File: config.mk
export PLATFORM = sky130hd
export DESIGN_NAME = seg_scan_ctrl
export DESIGN_NICKNAME = d
export VERILOG_FILES = /design/src/rtl/seg_pkg.sv /design/src/rtl/seg_refresh_tick.sv /design/src/rtl/seg_scan_ctrl.sv
export SDC_FILE = /design/constraint.sdc
export NUM_CORES = 1
export LEC_CHECK = 0
export CAP_MARGIN = 40
export CORE_MARGIN = 4
export CORE_UTILIZATION = 55
export CTS_CLUSTER_DIAMETER = 60
export CTS_CLUSTER_SIZE = 10
export DETAILED_ROUTE_END_ITERATION = 16
export PLACE_DENSITY = 0.76
export SETUP_SLACK_MARGIN = 0.1
export SYNTH_ARGS = -nofsm -noshare
export SYNTH_HDL_FRONTEND = slang
export SYNTH_SLANG_ARGS = --single-unit
export TNS_END_PERCENT = 20
File: constraint.sdc
create_clock -name clk -period 6.3 [get_ports clk]
set_input_delay 0.945 -clock clk [delete_from_list [all_inputs] [get_ports clk]]
set_output_delay 0.945 -clock clk [all_outputs]
set_load 0.05 [all_outputs]
File: src/rtl/seg_pkg.sv
// Shared constants, types and helpers for the multiplexed 7-segment scan controller.
package seg_pkg;

   localparam int unsigned NUM_DIGITS      = 8;
   localparam int unsigned REFRESH_DIV_MIN = 2;
   localparam logic [7:0]  AN_ALL_OFF      = 8'hFF;

   typedef logic [2:0] digit_idx_t;

   // Bit i set when nibbles i..NUM_DIGITS-1 are all zero; digit 0 is never flagged.
   function automatic logic [NUM_DIGITS-1:0] lead_zero_mask(input logic [4*NUM_DIGITS-1:0] value);
      logic [NUM_DIGITS-1:0] mask;
      logic                  upper_zero;
      mask       = '0;
      upper_zero = 1'b1;
      for (int i = NUM_DIGITS - 1; i >= 1; i--) begin
         upper_zero = upper_zero & (value[4*i +: 4] == 4'h0);
         mask[i]    = upper_zero;
      end
      return mask;
   endfunction

endpackage

File: src/rtl/seg_refresh_tick.sv
// Digit-slot prescaler: counts 0..REFRESH_DIV-1 and flags the last count of each slot.
module seg_refresh_tick
   import seg_pkg::*;
#(
   parameter int unsigned REFRESH_DIV = 100000
) (
   input  logic clk,
   input  logic rst_n,
   output logic tick
);

   // Divisors below the legal minimum are clamped rather than producing a degenerate counter.
   localparam int unsigned      DIV_EFF  = (REFRESH_DIV < REFRESH_DIV_MIN) ? REFRESH_DIV_MIN : REFRESH_DIV;
   localparam int unsigned      CNT_W    = $clog2(DIV_EFF);
   localparam logic [CNT_W-1:0] CNT_LAST = CNT_W'(DIV_EFF - 1);

   logic [CNT_W-1:0] count_q;
   logic [CNT_W-1:0] count_d;

   assign tick = (count_q == CNT_LAST);

   // Next prescaler count, wrapping on the tick cycle.
   always_comb begin
      if (tick) begin
         count_d = '0;
      end else begin
         count_d = count_q + CNT_W'(1);
      end
   end

   // Prescaler register.
   always_ff @(posedge clk or negedge rst_n) begin
      if (!rst_n) begin
         count_q <= '0;
      end else begin
         count_q <= count_d;
      end
   end

endmodule

File: src/rtl/seg_scan_ctrl.sv
// Eight-digit multiplexed display scanner with double-buffered word (pending -> active at frame boundary).
// Optional feature: define SEG_SCAN_LEADING_ZERO_BLANK_EN to blank leading zero digits (digit 0 always shown).
module seg_scan_ctrl
   import seg_pkg::*;
#(
   parameter int unsigned REFRESH_DIV = 100000
) (
   input  logic        clk,
   input  logic        rst_n,
   input  logic        in_valid,
   output logic        in_ready,
   input  logic [31:0] in_value,
   input  logic [7:0]  in_digit_en,
   output logic [3:0]  nibble,
   output logic        blank,
   output logic [7:0]  an,
   output logic [2:0]  digit_idx,
   output logic        frame_done
);

   localparam digit_idx_t LAST_DIGIT = digit_idx_t'(NUM_DIGITS - 1);

   logic        tick_s;
   logic        accept_s;
   logic        boundary_s;
   logic [7:0]  blank_mask_s;

   logic [31:0] pend_value_q, pend_value_d;
   logic [7:0]  pend_en_q,    pend_en_d;
   logic        pend_valid_q, pend_valid_d;
   logic [31:0] act_value_q,  act_value_d;
   logic [7:0]  act_en_q,     act_en_d;
   digit_idx_t  idx_q,        idx_d;
   logic [3:0]  nibble_q,     nibble_d;
   logic        blank_q,      blank_d;
   logic [7:0]  an_q,         an_d;
   logic        frame_done_q, frame_done_d;

   seg_refresh_tick #(
      .REFRESH_DIV (REFRESH_DIV)
   ) u_refresh_tick (
      .clk   (clk),
      .rst_n (rst_n),
      .tick  (tick_s)
   );

   assign in_ready   = ~pend_valid_q;
   assign accept_s   = in_valid & ~pend_valid_q;
   assign boundary_s = tick_s & (idx_q == LAST_DIGIT);

   // Word stores and scan index; active only changes at a frame boundary so a frame never mixes words.
   always_comb begin
      pend_value_d = pend_value_q;
      pend_en_d    = pend_en_q;
      pend_valid_d = pend_valid_q;
      act_value_d  = act_value_q;
      act_en_d     = act_en_q;
      idx_d        = idx_q;
      frame_done_d = boundary_s;

      if (boundary_s && pend_valid_q) begin
         act_value_d  = pend_value_q;
         act_en_d     = pend_en_q;
         pend_valid_d = 1'b0;
      end else begin
         act_value_d  = act_value_q;
      end

      // Accept only happens with pending empty, so it never collides with the transfer above.
      if (accept_s) begin
         pend_value_d = in_value;
         pend_en_d    = in_digit_en;
         pend_valid_d = 1'b1;
      end else begin
         pend_value_d = pend_value_q;
      end

      if (tick_s) begin
         idx_d = idx_q + digit_idx_t'(1);
      end else begin
         idx_d = idx_q;
      end
   end

`ifdef SEG_SCAN_LEADING_ZERO_BLANK_EN
   assign blank_mask_s = ~act_en_d | lead_zero_mask(act_value_d);
`else
   assign blank_mask_s = ~act_en_d;
`endif

   // Display outputs computed from next-state so they change on the same edge as the index.
   always_comb begin
      blank_d = blank_mask_s[idx_d];
      if (blank_d) begin
         an_d     = AN_ALL_OFF;
         nibble_d = 4'h0;
      end else begin
         an_d     = ~(8'h01 << idx_d);
         nibble_d = act_value_d[{idx_d, 2'b00} +: 4];
      end
   end

   // State and registered output flops.
   always_ff @(posedge clk or negedge rst_n) begin
      if (!rst_n) begin
         pend_value_q <= 32'h0000_0000;
         pend_en_q    <= 8'h00;
         pend_valid_q <= 1'b0;
         act_value_q  <= 32'h0000_0000;
         act_en_q     <= 8'h00;
         idx_q        <= '0;
         nibble_q     <= 4'h0;
         blank_q      <= 1'b1;
         an_q         <= AN_ALL_OFF;
         frame_done_q <= 1'b0;
      end else begin
         pend_value_q <= pend_value_d;
         pend_en_q    <= pend_en_d;
         pend_valid_q <= pend_valid_d;
         act_value_q  <= act_value_d;
         act_en_q     <= act_en_d;
         idx_q        <= idx_d;
         nibble_q     <= nibble_d;
         blank_q      <= blank_d;
         an_q         <= an_d;
         frame_done_q <= frame_done_d;
      end
   end

   assign nibble     = nibble_q;
   assign blank      = blank_q;
   assign an         = an_q;
   assign digit_idx  = idx_q;
   assign frame_done = frame_done_q;

endmodule

=== Yosys cells after proc, flatten, opt, wreduce, memory -nomap -nowiden ===
Index checks and enable logic that the tools add are counted.

* Logic and storage cells: 35
* Register bits: 115
* Output and inout port bits: 18
* Input bits: 43

* Mux-type cells: 10
* Equality and inequality tests: 2
* Reduce and logical (&&, ||, !) cells: 2
* Bitwise operators: 5
* $add $sub $neg: 2
* Shifts and indexed selects: 2
* $lt $le $gt $ge: 1

{| class="wikitable"
|+ Operators by type and width
! operator !! number
|-
| $mux 32 || 1
|-
| $shiftx 32x6->4 || 1
|-
| $add 17x1->17 const B || 1
|-
| $eq 17x17->1 const B || 1
|-
| $mux 17 || 1
|-
| $mux 8 || 2
|-
| $not 8->8 || 2
|-
| $shl 1x3->8 const A || 1
|-
| $lt 3x4->1 const B || 1
|-
| $mux 4 || 1
|-
| $add 3x1->3 const B || 1
|-
| $bmux 1 s3 || 1
|-
| $eq 3x3->1 const B || 1
|-
| $mux 1 || 3
|-
| $mux 3 || 1
|-
| $and 1x1->1 || 2
|-
| $reduce_bool 2->1 || 1
|-
| $logic_and 1x1->1 || 1
|-
| $not 1->1 || 1
|}

=== Longest topological paths before layout ===
Gate-level depths: netlist of the first run.

* Depth after elaboration: 8
* Gate-level depth with buffers: 11
* Mapped depth without buffers: 9

=== Modules after synthesis ===
From an unflattened synthesis of the first run, not the netlist that was laid out.

* Cells, all modules: 349
* Area total of the unflattened synthesis: 4828.4 µm²

{| class="wikitable"
|+ Modules (own cells, without submodules)
! module !! times used !! seq. area each (µm²) !! cells each !! area each (µm²)
|-
| seg_scan_ctrl || 1 || 2463.6 || 275 || 4035.1
|-
| seg_refresh_tick || 1 || 425.4 || 74 || 793.3
|}

=== Least setup slack after synthesis of the first run ===
No wires, ideal clock.

* Path type: reg-to-reg
* Start point: register u_refresh_tick.count_q[12]
* End point: register nibble_q[3], in the netlist nibble[3]
* Arrival: 3.119 ns
* Cell stages (with the launch flop): 9
* Buffers on the path: 0
* Data required time: 6.222 ns
* Clock period less this slack: 3.197 ns
* Library setup time: 0.078 ns
* Setup slack: 3.103 ns
* Cells stage by stage: dfrtp_1 -> or4b_4 -> nor4_4 -> mux2i_1 -> clkinv_1 -> a211o_1 -> a41oi_1 -> or2_4 -> a21boi_1

* Elaborated cells on any way between the ends: 11
* Classes of those cells: eq/ne (1); shift (1); mux (6); bitwise (2); reduce/logical (1)

{| class="wikitable"
|+ RTL lines
! element !! RTL line !! text
|-
| start: declaration || seg_refresh_tick.sv:17 || <nowiki>logic [CNT_W-1:0] count_q;</nowiki>
|-
| start signal: assignment || seg_refresh_tick.sv:36 || <nowiki>count_q <= count_d;</nowiki>
|-
| $eq 17x17->1 * || seg_refresh_tick.sv:20 || <nowiki>assign tick = (count_q == CNT_LAST);</nowiki>
|-
| $mux 3 * || seg_scan_ctrl.sv:78 || <nowiki>if (tick_s) begin</nowiki>
|-
| net idx_d[1] || seg_scan_ctrl.sv:33 || <nowiki>digit_idx_t idx_q, idx_d;</nowiki>
|-
| parallel branches: the longest is 2 deep, another holds $shiftx 32x6->4 || - ||
|-
| $mux 4 * || seg_scan_ctrl.sv:94 || <nowiki>if (blank_d) begin</nowiki>
|-
| net nibble_d[3] || seg_scan_ctrl.sv:34 || <nowiki>logic [3:0] nibble_q, nibble_d;</nowiki>
|-
| end signal: assignment || seg_scan_ctrl.sv:123 || <nowiki>nibble_q <= nibble_d;</nowiki>
|-
| end: declaration || seg_scan_ctrl.sv:34 ||
|}

Mark *: on every way through the listed nets, which the timed path passes. The select of a mux whose other input is x is not followed.
A chain may end at the register's enable or synchronous reset.

=== Worst setup path in the final report of the first run ===
* Start point: register u_refresh_tick.count_q[12]
* End point: register nibble_q[2], in the netlist nibble[2]

Same word-level chain as after synthesis.

==> impl_metrics.json, run 1 <==
{
  "clock-sinks": 115,
  "io_buffers": 60,
  "viasPerCell": 5.64,
  "rsz0062_at_grt": "no",
  "fin_cells": 575,
  "syn-num-nets": 432,
  "die-area_um2": 10300,
  "die_x_um": 101,
  "drv_cap": 0,
  "fin_nets": 503,
  "rows": 33,
  "endpoint": "nibble[2]",
  "p_int_mw": 1.47,
  "hold_path_class": "primary input to async pin",
  "critPathLaunchType": "register",
  "grt_pass1_wl_mm": 17.3,
  "finalSetupTns_ns": 0,
  "numCtsBuffers": 17,
  "syn-instance-count": 386,
  "placedCellCount": 543,
  "ir_worst_vdd_mv": 0.191,
  "slew_violations": 0,
  "cts.path.max_buffers": 2,
  "cp-startpoint": "u_refresh_tick.count_q[12]",
  "gp_congestion": 0.870,
  "grt_pass1_vias": 3369,
  "area.growth.synth_to_final_pct": 28.3,
  "drc": 0,
  "cts_tree": "built",
  "hold_buffers": 0,
  "ys_seq_elements": 115,
  "p_seq_share_pct": 42.6,
  "fmax_mhz": 269,
  "post-route-min-period_ns": 3.72,
  "switchingPower_mw": 0.380,
  "slew_headroom_pct": 38.4,
  "crit_required_ns": 6.73,
  "status": "completed",
  "synth_cell_types": 44,
  "crit_path_max_fanout": 9,
  "final.setup_skew_ns": 0.0104,
  "r2r-end": "nibble[2]",
  "setup_viol": 0,
  "vias": 3241,
  "fp.dieH_um": 101,
  "worstMarginPinSlew_ns": 0.918,
  "reg2reg_slack_ns": 2.58,
  "grt_use_total_pct": 22.5,
  "cts.reportedPaths.clkPinSlew_ns": 0.06,
  "async_flop_share_pct": 100,
  "grt_max_degree": 48,
  "cts_resized": 0,
  "power.total_mw": 1.85,
  "post_drt_wl_per_cell_um": 18.4,
  "post-route-period-util_pct": 59.0,
  "layout-drive-gt1-share_pct": 24.3,
  "final_hold_viol_count": 0,
  "core-area_um2": 8340,
  "clkLatencyLatePin_ns": 0.51,
  "cts_setup_buffers": 0,
  "avgSynthCellArea_um2": 12.4,
  "antenna_found_initial": 0,
  "syn-cell-area_um2": 4800,
  "seq_area_frac_synth_pct": 60.2,
  "synth_top_flop_cell": "dfrtp_1",
  "cts_root_buf": "clkbuf_8",
  "start_util_pct": 57.5,
  "finalWirelength_mm": 10.6,
  "synth_edf_count": 0,
  "final_antenna_net_count": 0,
  "p_per_area_nw_per_um2": 300,
  "initialDrtViolationCount": 136,
  "num_io_pins": 61,
  "clkPwrFrac_pct": 53.6,
  "first_pass_iters": 5,
  "reg2reg_depth": 8,
  "swShare_pct": 20.6,
  "num_antenna_cells": 0,
  "r2r_start": "u_refresh_tick.count_q[12]",
  "globalRouteOverflowTotal": 0,
  "worstSetupPathType": "register to register",
  "leakage_nw": 2.76,
  "worst_setup_path_end_kind": "register",
  "htreeDepth": 4,
  "yosys_warnings": 0,
  "combPwrFrac_pct": 3.9,
  "dp_hpwl_mm": 7.01,
  "arrival_ns": 4.14
}
## power by group through the flow
| stage | sequential (mW) | clock [mW] | combinational [mW] |
|---|---|---|---|
| global route | 0.789 | 1.04 | 0.0795 |
| floorplan | 0.792 | 0 | 0.0262 |
| finish | 0.786 | 0.989 | 0.0714 |
| global placement | 0.797 | 0 | 0.0676 |
| detailed placement | 0.798 | 0 | 0.0723 |
| CTS | 0.787 | 1.00 | 0.0736 |
## metrics by stage
stage	hold slack (ns)	setup WS [ns]	utilization, %	cell area [um^2]
2_1_floorplan	0.432	3.10	-	4800
3_3_place_gp	0.448	2.83	65.9	5490
5_1_grt	0.328	2.35	73.8	6150
6_report	0.326	2.58	73.8	6150
4_1_cts	0.316	2.65	73.8	6150
3_5_place_dp	0.450	2.68	66.4	5540
## critical path: stages, from the launching register on
cell and delay (ns):
dfrtp_1 0.40, or4b_4 0.60, nor4_4 0.46, mux2i_1 0.60
clkinv_1 0.42, a211o_1 0.36, a41oi_1 0.39, or2_4 0.22
a21boi_1 0.18
## synth_stat cells, drive strengths merged (3+ instances only)
| cell | count | area (um^2) |
|---|---|---|
| a211oi | 4 | 30.0 |
| nor2 | 18 | 70.1 |
| a31oi | 5 | 31.3 |
| o21ai | 9 | 45.0 |
| dfstp | 9 | 236 |
| and2 | 4 | 25.0 |
| nand2 | 62 | 233 |
| inv | 4 | 15.0 |
| a211o | 4 | 35.0 |
| nand2b | 12 | 75.1 |
| nand4 | 10 | 62.6 |
| xor2 | 5 | 43.8 |
| o22a | 6 | 52.6 |
| or4b | 3 | 33.8 |
| buf | 5 | 38.8 |
| ha | 3 | 37.5 |
| mux2 | 62 | 698 |
| clkbuf | 7 | 26.3 |
| xnor2 | 9 | 86.3 |
| dfrtp | 106 | 2650 |
| a21boi | 4 | 30.0 |
| nand3 | 18 | 90.1 |
## cell families after synthesis
group | count (synthesis) | synth area share (%)
AOI/OAI and AO/OA | 37 | 5.53
adders and majority gates | 3 | 0.783
buffers and inverters | 18 | 1.83
DFF | 115 | 60.2
and+or+nand+nor | 136 | 14.2
muxes | 63 | 14.8
xor gates and xnor gates | 14 | 2.71
## registers in the layout, indices dropped and copies added (netlist names)
register / count
pend_valid_q: 1
act_value_q: 32
digit_idx: 3
pend_value_q: 32
act_en_q: 8
nibble: 4
frame_done: 1
u_refresh_tick.count_q: 17
pend_en_q: 8
an: 8
blank: 1
## cell type report
cell class,instances,area [um^2]
repair buffers,64,661
flip-flops and latches,115,2890
well taps,105,131
clock buffers,19,432
clock inverters,13,183
multi-input cells,253,1840
inverters,6,22.5
fillers,557,2190
## cell usage in the layout (no fill, tap or decap), drive strengths merged, types with 2 or more instances in the layout
master / Yosys / routed
and2: 4 / 4
inv: 4 / 5
clkinv: 2 / 6
nor2: 18 / 18
or4b: 3 / 3
clkbuf: 7 / 19
o21ai: 9 / 9
buf: 5 / 5
dfstp: 9 / 9
a211o: 4 / 4
a211oi: 4 / 4
xor2: 5 / 5
nor4: 2 / 2
ha: 3 / 3
bufinv: 0 / 4
clkinvlp: 0 / 4
nand2: 62 / 62
mux2: 62 / 62
nand4: 10 / 10
a21boi: 4 / 4
nand3: 18 / 18
dfrtp: 106 / 106
nand4b: 2 / 2
a31oi: 5 / 5
xnor2: 9 / 9
o22a: 6 / 6
clkdlybuf4s50: 0 / 59
nand2b: 12 / 12
## how the worst min path moves through the flow
| stage | to | startpoint |
|---|---|---|
| 6_report | pend_value_q[29] | rst_n |
| 3_3_place_gp | act_value_q[4] | act_value_q[4] |
| 5_1_grt | pend_value_q[25] | rst_n |
| 4_1_cts | u_refresh_tick.count_q[11] | rst_n |
| 2_1_floorplan | act_value_q[4] | act_value_q[4] |
| 3_5_place_dp | act_value_q[4] | act_value_q[4] |
## per-layer routing
layer / part of all wire, % / global-route usage [%]
met3: 6.2 / 6.61
met4: 1.9 / 9.61
met1: 41 / 28.8
met5: 0 / 0
met2: 50 / 36.0
No activity file was read; power rests on OpenSTA's default activity.
==> inputs of run 2 (changes only) <==
- CORE_UTILIZATION: 55 -> 50
- PLACE_DENSITY: 0.76 -> 0.73
- clock period: 6.3 -> 3.2 ns (I/O delays scaled with it)
==> run 2 against run 1 <==
Hold slack improved by 0.14 ns. Total power rose by 92%. Final area grew 1.0%. Final cell count increased by 5.4%. Critical path depth unchanged. Register-to-register slack worse by 2.4 ns. Sequential share of layout area fell by 0.47 points. Clock power grew 88%. Sequential power up 97%. Routed wire length decreased by 5.1%. Combinational power is 95% higher. Largest power group unchanged.
==> impl_metrics.json, run 2 (synthesis gave the netlist of run 1 again) <==
{
  "status": "completed",
  "numCtsBuffers": 17,
  "r2r_start": "u_refresh_tick.count_q[12]",
  "core-area_um2": 9280,
  "critPathLaunchType": "register",
  "clock-sinks": 115,
  "leakage_nw": 2.79,
  "initialDrtViolationCount": 117,
  "fmax_mhz": 335,
  "dpl-instance-area_um2": 5620,
  "ir_worst_vdd_mv": 0.331,
  "switchingPower_mw": 0.710,
  "globalRouteOverflowTotal": 0,
  "swShare_pct": 20.0,
  "dp_hpwl_mm": 6.74,
  "slew_headroom_pct": 63.4,
  "drc": 0,
  "finalSetupTns_ns": 0,
  "die_x_um": 106,
  "fillers": 680,
  "worst_setup_path_end_kind": "register",
  "worstSetupPathType": "register to register",
  "reg.largest.list": "act_value_q (32), pend_value_q (32), u_refresh_tick.count_q (17)",
  "r2r-end": "nibble[2]",
  "post_drt_wl_per_cell_um": 16.6,
  "p_per_area_nw_per_um2": 571,
  "final_antenna_net_count": 0,
  "final_area_um2": 6220,
  "reg2reg_depth": 8,
  "post-route-min-period_ns": 2.98,
  "viasPerCell": 5.24,
  "crit_required_ns": 3.59,
  "reg2reg_slack_ns": 0.22,
  "fp.dieH_um": 106,
  "io_buffers": 60,
  "gp_congestion": 0.790,
  "cp-startpoint": "u_refresh_tick.count_q[12]",
  "layout_common_cells": "dfrtp_1 (106), nand2_1 (62), mux2_2 (61)",
  "final.setup_skew_ns": 0.00850,
  "crit_path_max_fanout": 7,
  "hold_path_class": "register to register",
  "p_int_mw": 2.84,
  "clkLatencyLatePin_ns": 0.51,
  "cts.path.max_buffers": 2,
  "drv_cap": 0,
  "final_util_pct": 67.0,
  "setup_viol": 0,
  "cts_root_buf": "clkbuf_8",
  "first_pass_iters": 5,
  "rsz0062_at_grt": "no",
  "vias": 3178,
  "htreeDepth": 4,
  "slew_violations": 0,
  "clkPwrFrac_pct": 52.5,
  "layout-drive-gt1-share_pct": 25.8,
  "arrival_ns": 3.38,
  "fin_nets": 510,
  "start_util_pct": 51.7,
  "worstMarginPinSlew_ns": 0.549,
  "cts_tree": "built",
  "finalWirelength_mm": 10.1,
  "grt_pass1_wl_mm": 17.0,
  "num_io_pins": 61,
  "grt_pass1_vias": 3395,
  "num_antenna_cells": 0,
  "final_hold_viol_count": 0,
  "endpoint": "nibble[2]",
  "post-route-period-util_pct": 93.3,
  "grt_use_total_pct": 19.6,
  "power.total_mw": 3.55,
  "combPwrFrac_pct": 3.9,
  "rows": 35,
  "p_seq_share_pct": 43.6,
  "die-area_um2": 11200,
  "cts.reportedPaths.clkPinSlew_ns": 0.05,
  "final_common_cell": "dfrtp_1",
  "hold_slack_ns": 0.463,
  "area.growth.synth_to_final_pct": 29.6,
  "grt_max_degree": 75,
  "antenna_found_initial": 0
}
run 2: cell count changes in the layout (fill, tap and decap cells not counted), sizes merged:
| cell | change |
|---|---|
| buf | +6 |
| bufinv | -1 |
| clkbuf | +2 |
| clkinv | +1 |
| clkinvlp | -3 |
| dlygate4sd3 | +1 |
| inv | +1 |
run 2: power by group through the flow:
stage	Clock (mW)	Combinational, mW	Sequential (mW)
2_1_floorplan	0	0.0516	1.56
3_3_place_gp	0	0.135	1.57
3_5_place_dp	0	0.140	1.57
4_1_cts	1.90	0.143	1.55
5_1_grt	1.97	0.155	1.56
6_report	1.86	0.139	1.55
run 2: routing by layer:
metal,part of all wire [%],global-route usage [%],wire length [um]
met4,0.82,7.77,82
met3,5.1,5.83,517
met1,44,24.4,4390
met5,0,0,0
met2,50,32.2,5070
run 2: how the worst min path moves through the flow:
stage / startpoint / end / slack [ns] / depth (start not counted)
2_1_floorplan: rst_n / act_en_q[0] / 0.18 / 0
3_3_place_gp: act_value_q[7] / act_value_q[7] / 0.44 / 2
3_5_place_dp: act_value_q[6] / act_value_q[6] / 0.45 / 2
4_1_cts: act_value_q[22] / act_value_q[22] / 0.46 / 2
5_1_grt: act_value_q[6] / act_value_q[6] / 0.48 / 2
6_report: act_value_q[22] / act_value_q[22] / 0.46 / 2
run 2: layout make-up:
type,count,area [um^2],area share (%)
Clock buffer,21,459,7.39
Inverter,6,22.5,0.362
Tap cell,129,161,2.60
Sequential cell,115,2890,46.5
Multi-Input combinational cell,253,1830,29.5
Timing Repair Buffer,71,721,11.6
Clock inverter,11,133,2.13
run 2: metrics by stage:
step	setup slack, ns	std cells
after floorplan	0.114	386
after global routing	0.123	606
after global placement	0.311	573
after detailed placement	0.226	573
after CTS	0.216	606
final	0.216	606
run 2: timing repair:
action                                  4_1_cts  5_1_grt
buffers inserted                              0        0
gates resized for setup                       0        3
endpoints found under the hold margin        40        0
endpoints found under the setup margin        0        4
hold buffers                                  1        0
run 2: worst max-delay path: stages (launching register included):
cell and delay, ns:
dfrtp_1 0.41, or4b_4 0.59, nor4_4 0.45, mux2i_2 0.30
buf_4 0.19, a211oi_1 0.06, o41a_1 0.46, or2_4 0.29
a21boi_1 0.13
==> inputs of run 3 (changes only) <==
- CTS_CLUSTER_SIZE: 10 -> not set
==> results of run 3 <==
No change in the layout: final DEF, timing and power equal those of run 2.
